[src/rtl/usb_dfu_download_sequencer_pkg.sv]
// Shared definitions for the DFU download sequencer: DFU bStatus codes and FSM state encoding.
package usb_dfu_download_sequencer_pkg;

  localparam int unsigned STATUS_W  = 8;
  localparam int unsigned TIMEOUT_W = 24;

  localparam logic [STATUS_W-1:0] DFU_OK             = 8'h00;
  localparam logic [STATUS_W-1:0] DFU_ERR_WRITE      = 8'h03;
  localparam logic [STATUS_W-1:0] DFU_ERR_PROG       = 8'h06;
  localparam logic [STATUS_W-1:0] DFU_ERR_ADDRESS    = 8'h08;
  localparam logic [STATUS_W-1:0] DFU_ERR_STALLEDPKT = 8'h0F;

  typedef enum logic [2:0] {
    ST_IDLE   = 3'd0,
    ST_REQ    = 3'd1,
    ST_STREAM = 3'd2,
    ST_DRAIN  = 3'd3,
    ST_DONE   = 3'd4
  } dfu_state_e;

endpackage

[src/rtl/usb_dfu_download_sequencer_timeout.sv]
// Cycle counter that flags expiry once it has counted LIMIT enabled cycles since the last clear.
module usb_timeout_counter #(
  parameter int unsigned    W     = 24,
  parameter logic [W-1:0]   LIMIT = '1
) (
  input  logic clk,
  input  logic reset,
  input  logic clear,
  input  logic enable,
  output logic expired
);

  logic [W-1:0] cnt;

  // Saturates once expired so the flag stays up until the owner clears it.
  always_ff @(posedge clk or negedge reset) begin
    if (!reset) begin
      cnt     <= '0;
      expired <= 1'b0;
    end else if (clear) begin
      cnt     <= '0;
      expired <= 1'b0;
    end else if (enable && !expired) begin
      cnt     <= cnt + W'(1);
      expired <= (cnt == LIMIT - W'(1));
    end
  end

endmodule

[src/rtl/usb_dfu_download_sequencer.sv]
// Turns each DFU_DNLOAD block into one SPI flash page program and reports DFU status.
module usb_dfu_download_sequencer
  import usb_dfu_download_sequencer_pkg::*;
#(
  parameter int unsigned            PAGE_SIZE = 256,
  parameter logic [15:0]            BASE_PAGE = 16'h0000,
  parameter logic [15:0]            NUM_PAGES = 16'd1024,
  parameter logic [TIMEOUT_W-1:0]   TIMEOUT   = 24'd12_000_000
) (
  input  logic                clk,
  input  logic                reset,
  input  logic                dnload_start,
  input  logic [15:0]         dnload_block,
  input  logic [15:0]         dnload_len,
  input  logic                dnload_data_avail,
  output logic                dnload_data_get,
  input  logic [7:0]          dnload_data,
  input  logic                status_clear,
  output logic                dfu_busy,
  output logic [STATUS_W-1:0] dfu_status,
  output logic                dnload_done,
  output logic                manifest,
  output logic [15:0]         address,
  output logic                wr_request,
  input  logic                wr_busy,
  output logic                wr_data_avail,
  input  logic                wr_data_get,
  output logic [7:0]          wr_data
);

  localparam int unsigned CNT_W = $clog2(PAGE_SIZE + 1);

  dfu_state_e          state, state_next;
  logic [CNT_W-1:0]    count;
  logic [CNT_W-1:0]    len_q;
  logic                manifest_pend;
  logic                err_valid;
  logic [STATUS_W-1:0] err_code;
  logic                tmo_enable;
  logic                tmo_expired;
  logic                in_stream;
  logic                room;
  logic                get_ok;

  assign in_stream  = (state == ST_STREAM);
  assign room       = (count < len_q);
  assign get_ok     = in_stream && room && wr_data_get;
  assign tmo_enable = (state == ST_REQ) || (state == ST_DRAIN);

  // Zero-latency byte path between upstream and the bridge while streaming.
  assign wr_data         = in_stream ? dnload_data : 8'h00;
  assign wr_data_avail   = in_stream && room && dnload_data_avail;
  assign dnload_data_get = get_ok;

  usb_timeout_counter #(
    .W     (TIMEOUT_W),
    .LIMIT (TIMEOUT)
  ) u_timeout (
    .clk     (clk),
    .reset   (reset),
    .clear   (!tmo_enable),
    .enable  (tmo_enable),
    .expired (tmo_expired)
  );

  // Next-state and error decode.
  always_comb begin
    state_next = state;
    err_valid  = 1'b0;
    err_code   = DFU_OK;
    case (state)
      ST_IDLE: begin
        if (dnload_start) begin
          if (dnload_len == 16'd0) begin
            state_next = ST_DONE;
          end else if (dnload_len > 16'(PAGE_SIZE)) begin
            state_next = ST_DONE;
            err_valid  = 1'b1;
            err_code   = DFU_ERR_WRITE;
          end else if (dnload_block >= NUM_PAGES) begin
            state_next = ST_DONE;
            err_valid  = 1'b1;
            err_code   = DFU_ERR_ADDRESS;
          end else begin
            state_next = ST_REQ;
          end
        end
      end
      ST_REQ: begin
        if (wr_busy) begin
          state_next = ST_STREAM;
        end else if (tmo_expired) begin
          state_next = ST_DONE;
          err_valid  = 1'b1;
          err_code   = DFU_ERR_PROG;
        end
      end
      ST_STREAM: begin
        if (get_ok && ((count + CNT_W'(1)) == len_q)) begin
          state_next = ST_DRAIN;
        end
      end
      ST_DRAIN: begin
        if (!wr_busy) begin
          state_next = ST_DONE;
        end else if (tmo_expired) begin
          state_next = ST_DONE;
          err_valid  = 1'b1;
          err_code   = DFU_ERR_PROG;
        end
      end
      ST_DONE: state_next = ST_IDLE;
      default: state_next = ST_IDLE;
    endcase
    // A start arriving mid-block is dropped and flagged as a stalled packet.
    if (dnload_start && (state != ST_IDLE) && !err_valid) begin
      err_valid = 1'b1;
      err_code  = DFU_ERR_STALLEDPKT;
    end
  end

  always_ff @(posedge clk or negedge reset) begin
    if (!reset) begin
      state         <= ST_IDLE;
      count         <= '0;
      len_q         <= '0;
      manifest_pend <= 1'b0;
      dfu_busy      <= 1'b0;
      dfu_status    <= DFU_OK;
      dnload_done   <= 1'b0;
      manifest      <= 1'b0;
      address       <= 16'h0000;
      wr_request    <= 1'b0;
    end else begin
      state       <= state_next;
      dfu_busy    <= (state_next != ST_IDLE);
      wr_request  <= (state_next == ST_REQ) || (state_next == ST_STREAM);
      dnload_done <= (state == ST_DONE);
      manifest    <= (state == ST_DONE) && manifest_pend;

      if ((state == ST_IDLE) && (state_next == ST_REQ)) begin
        address <= BASE_PAGE + dnload_block;
        len_q   <= CNT_W'(dnload_len);
        count   <= '0;
      end else if (get_ok) begin
        count <= count + CNT_W'(1);
      end

      if ((state == ST_IDLE) && dnload_start && (dnload_len == 16'd0)) begin
        manifest_pend <= 1'b1;
      end else if (state == ST_DONE) begin
        manifest_pend <= 1'b0;
      end

      // Clear beats a same-cycle error; otherwise the first error sticks.
      if (status_clear) begin
        dfu_status <= DFU_OK;
      end else if (err_valid && (dfu_status == DFU_OK)) begin
        dfu_status <= err_code;
      end
    end
  end

endmodule

[config.mk]
export PLATFORM = sky130hd
export DESIGN_NAME = usb_dfu_download_sequencer
export DESIGN_NICKNAME = d
export VERILOG_FILES = /design/src/rtl/usb_dfu_download_sequencer_pkg.sv /design/src/rtl/usb_dfu_download_sequencer_timeout.sv /design/src/rtl/usb_dfu_download_sequencer.sv
export SDC_FILE = /design/constraint.sdc
export NUM_CORES = 1
export LEC_CHECK = 0
export ABC_AREA = 1
export CAP_MARGIN = 20
export CORE_ASPECT_RATIO = 0.6
export CORE_UTILIZATION = 50
export DETAILED_ROUTE_END_ITERATION = 10
export HOLD_SLACK_MARGIN = 0.02
export PLACE_DENSITY = 0.76
export SLEW_MARGIN = 15
export SYNTH_ARGS = -nofsm -noshare
export SYNTH_HDL_FRONTEND = slang
export SYNTH_SLANG_ARGS = --single-unit
[constraint.sdc]
create_clock -name clk -period 2 [get_ports clk]
set_clock_uncertainty 0.05 [all_clocks]
set_input_delay 0.5 -clock clk [delete_from_list [all_inputs] [get_ports clk]]
set_output_delay 0.5 -clock clk [all_outputs]
set_load 0.005 [all_outputs]
Word-level counts from Yosys, hierarchy flattened --
Index checks and enable logic that the tools add are counted.
Cells by class: muxes and demuxes 38, $add $sub $neg 2, magnitude comparators 3, eq/ne operators 9, reductions and logical operators 24
Operators by type and width (number):
- two-way mux 24 bit | 2
- two-way mux 8 bit | 5
- two-way mux 3 bit | 10
- adder 24 x 1 -> 24 bit, second input constant | 1
- equality test 24 bit, second input constant | 1
- one-hot mux 8 bit (3 select lines) | 1
- two-way mux 9 bit | 2
- greater-or-equal comparator 16 x 11 -> 1 bit, second input constant | 1
- > comparator 16 x 9 -> 1 bit, second input constant | 1
- zero test 16 bit | 1
- two-way mux 4 bit | 4
- logical AND 1 bit | 12
- two-way mux 1 bit | 12
- one-hot mux 3 bit (4 select lines) | 1
- adder 9 x 1 -> 9 bit, second input constant | 1
- equality test 3 x 2 -> 1 bit, second input constant | 3
- equality test 9 bit | 1
- < comparator 9 bit | 1
- zero test 8 bit | 1
- equality test 3 x 1 -> 1 bit, second input constant | 2
- nonzero test 2 bit | 3
- nonzero test 3 bit | 2
- equality test 3 bit, second input constant | 1
- zero test 3 bit | 1
- other kinds (4) | 6
Word-level totals: register bits 75, word-level logic and storage cells 88, input bits 47

Longest topological paths before layout --
Gate-level depths: netlist of run 1.
word-level depth 12, mapped depth 13, gate-level depth less buffers 13

Cells and area by module --
Synthesis of run 1 repeated with hierarchy kept, for this count alone.
Second synthesis, totals: cell total of the unflattened synthesis 602, area total of the unflattened synthesis 4339.2 um^2
By module, submodules not included:
- usb_dfu_download_sequencer | cells an instance 371, area an instance 2797.7 um^2, times used 1
- usb_timeout_counter | cells an instance 231, area an instance 1541.5 um^2, times used 1

Worst setup path before layout of run 1 --
No wires, ideal clock.
kind flip-flop to output port, start register count[2], end output dnload_data_get, stages on the path, launching flop included 9, setup slack 93 ps, path buffers 0, data arrival time 1357 ps, required time 1450 ps, cells stage by stage dfrtp_1 -> ha_1 -> nand2_1 -> nand2_1 -> nand2_1 -> nand2_1 -> nand2_1 -> nand3_1 -> nor3_4
On the way: cells in the longest elaborated chain, start to end 3
RTL lines:
- start: declaration | line usb_dfu_download_sequencer.sv:34 | logic [CNT_W-1:0] count;
- start signal: assignment | line usb_dfu_download_sequencer.sv:146 | count <= count + CNT_W'(1);
- < comparator 9 bit | line usb_dfu_download_sequencer.sv:46 | assign room = (count < len_q);
- logical AND 1 bit (2 in a row) | line usb_dfu_download_sequencer.sv:47 | assign get_ok = in_stream && room && wr_data_get;
- end: declaration | line usb_dfu_download_sequencer.sv:16 | output logic dnload_data_get,
Every way passes these cells.

Worst setup path in the final report of run 1 --
start register len_q[3], end output dnload_data_get
On the way: cells in the longest elaborated chain, start to end 3
RTL lines:
- start: declaration | line usb_dfu_download_sequencer.sv:35 | logic [CNT_W-1:0] len_q;
- start signal: assignment | line usb_dfu_download_sequencer.sv:143 | len_q <= CNT_W'(dnload_len);
- < comparator 9 bit | line usb_dfu_download_sequencer.sv:46
- logical AND 1 bit (2 in a row) | line usb_dfu_download_sequencer.sv:47
Every way passes these cells.

==> results of run 1 <==
cells in the final DEF, fill, tap and decap left out, types with 2 or more instances in the layout:
master,synthesis,final
nand2_1,150,139
dfrtp_1,71,71
buf_4,7,71
inv_1,78,69
clkdlybuf4s50_1,0,63
nor2_1,66,54
nand3_1,48,46
o21ai_0,25,23
nor2_2,9,17
a21oi_1,19,15
nand4_1,14,14
buf_6,1,14
inv_2,7,13
nand2_2,5,13
o21ai_1,8,10
clkbuf_16,0,10
buf_2,2,10
nor3_1,7,7
ha_4,0,7
nor2_4,2,6
dlymetal6s2s_1,0,6
nand3_2,3,5
nand2_4,1,4
a21oi_2,0,4
ha_1,11,4
conb_1,1,4
inv_4,0,3
o22ai_2,0,3
buf_12,0,3
nor4_1,2,2
clkinv_4,0,2
report_power, final:
group	leakage, uW	switching, uW	internal, uW
Combinational	0.00210	503	413
Clock	0.000149	642	1010
Sequential	0.000898	59.7	1500
Total	0.00315	1200	2920
registers in the layout, summed over array words and instances, names as in the netlist, 3 cells and up:
register       flops
state              3
address           16
dfu_status         4
count              9
len_q              9
u_timeout.cnt     24
kinds of logic after synthesis:
group | count (synthesis) | synth area share, %
flops | 71 | 43.1
simple gates | 317 | 35.4
fa+ha+maj | 11 | 3.34
buf+inv | 97 | 9.72
other cells | 1 | 0.0911
compound gates | 62 | 8.11
xor+xnor | 1 | 0.213
worst paths after layout:
| path | end | slack (ps) |
|---|---|---|
| setup / recovery | dnload_data_get | -290 |
| max in group asynchronous | count[8]$_DFFE_PN0P_ | 1440 |
| setup reg to reg | dfu_busy$_DFF_PN0_ | -40 |
| hold / removal | dfu_status[1]$_DFFE_PN0P_ | 140 |
| min in group clk | address[0]$_DFFE_PN0P_ | 430 |
| hold reg to reg | address[0]$_DFFE_PN0P_ | 430 |
through the flow:
step | TNS [ps] | hold WS, ps | worst slack, ps | instance area (um^2) | cells
floorplan | 0 | 154 | 93.1 | 4130 | 563
global placement | -10540 | 403 | -356 | 5420 | 794
detailed placement | -12900 | 412 | -387 | 5420 | 794
CTS | -1240 | 155 | -307 | 5950 | 832
global route | -2560 | 176 | -382 | 6280 | 844
finish | -1140 | 136 | -295 | 6280 | 844
metal layers:
layer	vias up	GRT usage, %	share of wire, %
met1	2090	38.5	43
met5	-	0	0
met2	259	44.4	44
met4	0	8.72	1.8
met3	29	10.1	11
li1	2136	-	-
area by class of cell:
type / count / area share (%)
clock buffer: 10 / 3.81
clock inverter: 6 / 1.10
inverter: 85 / 5.20
multi-input combinational: 395 / 35.0
sequential: 71 / 28.3
tap: 108 / 2.15
timing repair buffer: 169 / 24.5
repair_timing:
| item | in CTS | in global routing |
|---|---|---|
| gates cloned | 0 | 1 |
| resized for setup | 58 | 60 |
| endpoints found under the setup margin | 13 | 49 |
| setup buffers | 24 | 14 |
| pin swaps | 12 | 30 |
| endpoints found under the hold margin | 0 | 0 |
worst max-delay path, stage by stage (launching register included):
cell     delay, ps
dfrtp_1        410
inv_2          100
ha_4           200
nand2_2         80
inv_2           40
nand2_1         60
nand2_1         50
nand2_1         70
nand3_2        100
nor3_4         160
buf_2          150
==> impl_metrics.yaml, run 1 <==
status:
  status: "finished, violations left"
  failed_checks: "design-rule violations, negative setup slack"
synthesis:
  synth_warnings: 0
  synth.most_common_cell: "nand2_1"
  synthFlopType: "dfrtp_1"
  yosysTopAreaCell: "dfrtp_1"
  yosysTopAreaCellShare_pct: 43.1
  synthArstFlopShare_pct: 100
  syn_inst: 560
  syn_area_um2: 4120
  ys_top_cells_by_count: "150 x nand2_1, 78 x inv_1, 71 x dfrtp_1"
  avgSynthCellArea_um2: 7.35
  synth_edf_count: 0
  yosys_register_bits: 71
  synth_area_leaders: "dfrtp_1 43%, nand2_1 14%, inv_1 7.1%"
  ys_seq_area_share_pct: 43.1
  synth_cell_type_count: 41
power:
  power.leakage_uw: 0.00315
  power.density_nw_per_um2: 657
  fin_total_pwr_uw: 4120
  peakVddDrop_uv: 539
floorplan:
  ios: 85
  core_area_um2: 7910
  die_h_um: 72.3
  die_area_um2: 8610
  fp-row-count: 25
  floorplan.initialDensity_pct: 52.0
  die_w_um: 119
placement:
  io_buffers: 80
  gp_congestion: 0.931
  dpl.hpwl_um: 8240
sta:
  fmax_mhz: 436
  finalSetupViolations: 13
  final-hold-violation-count: 0
  maxSlewViolCount: 0
  slew_headroom_pct: 50.3
  grt_setup_unrepaired: "yes"
  period_minus_slack_ps: 2290
  timing.final.crit_share_pct: 115
  setup_ws_ps: -295
  worst_pin_slew_ps: 739
global_route:
  grt_max_degree: 72
  grt_first_pass_wirelength_um: 19300
  antenna_found_initial: 0
  grt-ovfl-total: 0
  grt_pass1_vias: 4088
  grtUsageTotal_pct: 28.8
route:
  wl_per_cell_um: 15.3
  viasPerCell: 5.35
  drt_drc_violations_left: 1
  antenna_left: 0
  wirelength_um: 12900
  first_pass_iters: 11
  initialDrtViolationCount: 436
  num_vias: 4514
critical_path:
  arrival_ps: 1740
  critical_path_required_ps: 1450
  timing.rr.start: "count[1]$_DFFE_PN0P_"
  critPathLaunch: "len_q[3]$_DFFE_PN0P_"
  start_kind: "register"
  critical_path_class: "reg2out"
  rr_worst_depth: 14
  crit_path_max_fanout: 2
  critPathCaptureType: "output port"
finish:
  nets: 789
  multi_input_area_um2: 2190
  antenna_cells: 0
  final_util_pct: 79.3
  seq_area_um2: 1780
  drive_gt1_share_pct: 27.2
  area_growth_pct: 52.4
  fillers: 526
worst_hold_path:
  hp-class: "in2async"
clock_network:
  cts_tree: "yes"
  root_buffer: "clkbuf_16"
  htreeDepth: 3
  clockBufferDepth: 2
  cts_buffers: 9
  clkTransAtPathRegs_ps: 60
  clk_latency_ps: 340
  ctsHoldBuffers: 0
  clock_sinks: 71
job:
  cap_viol_max_count: 0
(Power assumes the default switching activity.)
==> inputs of run 2 (changes only) <==
--- a/config.mk
+++ b/config.mk
@@ -6,7 +6,6 @@
 export NUM_CORES = 1
 export LEC_CHECK = 0
 export ABC_AREA = 1
-export CAP_MARGIN = 20
 export CORE_ASPECT_RATIO = 0.6
 export CORE_UTILIZATION = 50
 export DETAILED_ROUTE_END_ITERATION = 10
==> results of run 2 <==
No change in the layout: final DEF, timing and power equal those of run 1.
==> inputs of run 3 (changes only) <==
==> constraint.sdc (replaced) <==
create_clock -name clk -period 2 [get_ports clk]
set_clock_uncertainty 0.05 [all_clocks]
set_input_delay 0.5 -clock clk [delete_from_list [all_inputs] [get_ports clk]]
set_output_delay 0.5 -clock clk [all_outputs]
set_load 0.02 [all_outputs]
==> impl_metrics.yaml, run 3 (same netlist as run 1, synthesis figures left out) <==
finish:
  final_util_pct: 77.2
  nets: 764
  reg_top3: "u_timeout.cnt x24, address x16"
  fillers: 529
  layout_common_cells: "140 x nand2_1, 70 x inv_1, 70 x dfrtp_1"
  drive_gt1_share_pct: 24.6
  largest_reg_flops: 24
  area_growth_pct: 48.3
  antenna_cells: 0
  final_common_cell: "nand2_1"
  top_register: "u_timeout.cnt"
power:
  peakVddDrop_uv: 474
  power.density_nw_per_um2: 654
  power.leakage_uw: 0.00301
  fin_total_pwr_uw: 4000
route:
  wirelength_um: 12100
  antenna_left: 0
  viasPerCell: 5.27
  wl_per_cell_um: 14.8
  drt_drc_violations_left: 0
  num_vias: 4313
  initialDrtViolationCount: 389
  first_pass_iters: 5
floorplan:
  die_w_um: 119
  die_area_um2: 8610
  floorplan.initialDensity_pct: 52.0
  die_h_um: 72.3
  ios: 85
  fp-row-count: 25
  core_area_um2: 7910
sta:
  maxSlewViolCount: 0
  period_minus_slack_ps: 2410
  final-hold-violation-count: 0
  timing.final.crit_share_pct: 120
  fmax_mhz: 415
  finalSetupViolations: 19
  worst_pin_slew_ps: 823
  slew_headroom_pct: 44.6
  grt_setup_unrepaired: "yes"
  setup_ws_ps: -407
global_route:
  grt_first_pass_wirelength_um: 18700
  grt-ovfl-total: 0
  grtUsageTotal_pct: 28.6
  grt_max_degree: 72
  antenna_found_initial: 0
  grt_pass1_vias: 3944
critical_path:
  start_kind: "register"
  critPathCaptureType: "output port"
  critical_path_class: "reg2out"
  crit_chain: "inv_2 -> ha_4 -> a21o_1 -> nor2_2 -> nand3_2 -> nor3_4 -> buf_6"
  path_delay_family: "simple AND/OR/NAND/NOR gates"
  arrival_ps: 1860
  critical_path_required_ps: 1450
  crit_buf_inv: 2
  crit_slowest_cell: "dfrtp_1"
  crit_path_max_fanout: 2
  max_stage_delay_ps: 390
clock_network:
  clk_latency_ps: 330
  clock_sinks: 71
  clockBufferDepth: 2
  cts_tree: "yes"
  htreeDepth: 3
  clkTransAtPathRegs_ps: 60
  root_buffer: "clkbuf_16"
  cts_buffers: 9
status:
  failed_checks: "negative setup slack"
  status: "finished, violations left"
worst_hold_path:
  hp-class: "in2async"
placement:
  dpl.hpwl_um: 8010
  pre_cts_ws_ps: -481
  io_buffers: 80
  gp_congestion: 0.895
job:
  cap_viol_max_count: 0
run 3: final cells by class:
type	count	area, um^2	area share, %
sequential	71	1780	29.1
timing repair buffer	144	1360	22.2
clock inverter	6	62.6	1.02
tap	108	135	2.21
inverter	85	329	5.39
multi-input combinational	395	2220	36.4
clock buffer	9	225	3.69
run 3: path summary, 6_finish.rpt:
check                      cells after the start                    from  slack, ps                endpoint
max                                            7    len_q[8]$_DFFE_PN0P_       -410         dnload_data_get
min in group clk                               3           dnload_len[2]        390    len_q[2]$_DFFE_PN0P_
max reg2reg                                   10    len_q[8]$_DFFE_PN0P_        -90    count[2]$_DFFE_PN0P_
min reg2reg                                    2  address[7]$_DFFE_PN0P_        420  address[7]$_DFFE_PN0P_
min                                            2                   reset        130      manifest$_DFF_PN0_
max in group asynchronous                      2                   reset       1420    count[2]$_DFFE_PN0P_
run 3: through the flow:
step	std cells	hold slack, ps	area [um^2]	TNS (ps)
2_1_floorplan	563	154	4140	0
3_3_place_gp	789	404	5380	-13650
3_5_place_dp	789	412	5380	-14290
4_1_cts	812	157	5860	-904
5_1_grt	818	157	6110	-2530
6_report	818	130	6110	-1370
run 3: repair_timing:
item                                   CTS  global route
endpoints found under the hold margin    0             0
pin swaps                               16            15
hold buffers                             0             0
setup buffers                            8             8
gates resized for setup                 81            62
setup endpoints to repair               19            51
run 3: power by group:
| part | switching, uW | internal, uW |
|---|---|---|
| sequential | 60.3 | 1500 |
| clock | 614 | 953 |
| combinational | 480 | 388 |
run 3: routing by layer:
layer  part of all wire, %  wire length [um]  global-route usage, %
met1                    43              5250                   37.4
met2                    43              5210                   44.8
met4                   2.2               265                   9.70
met5                     0                 0                      0
met3                    11              1360                   9.59
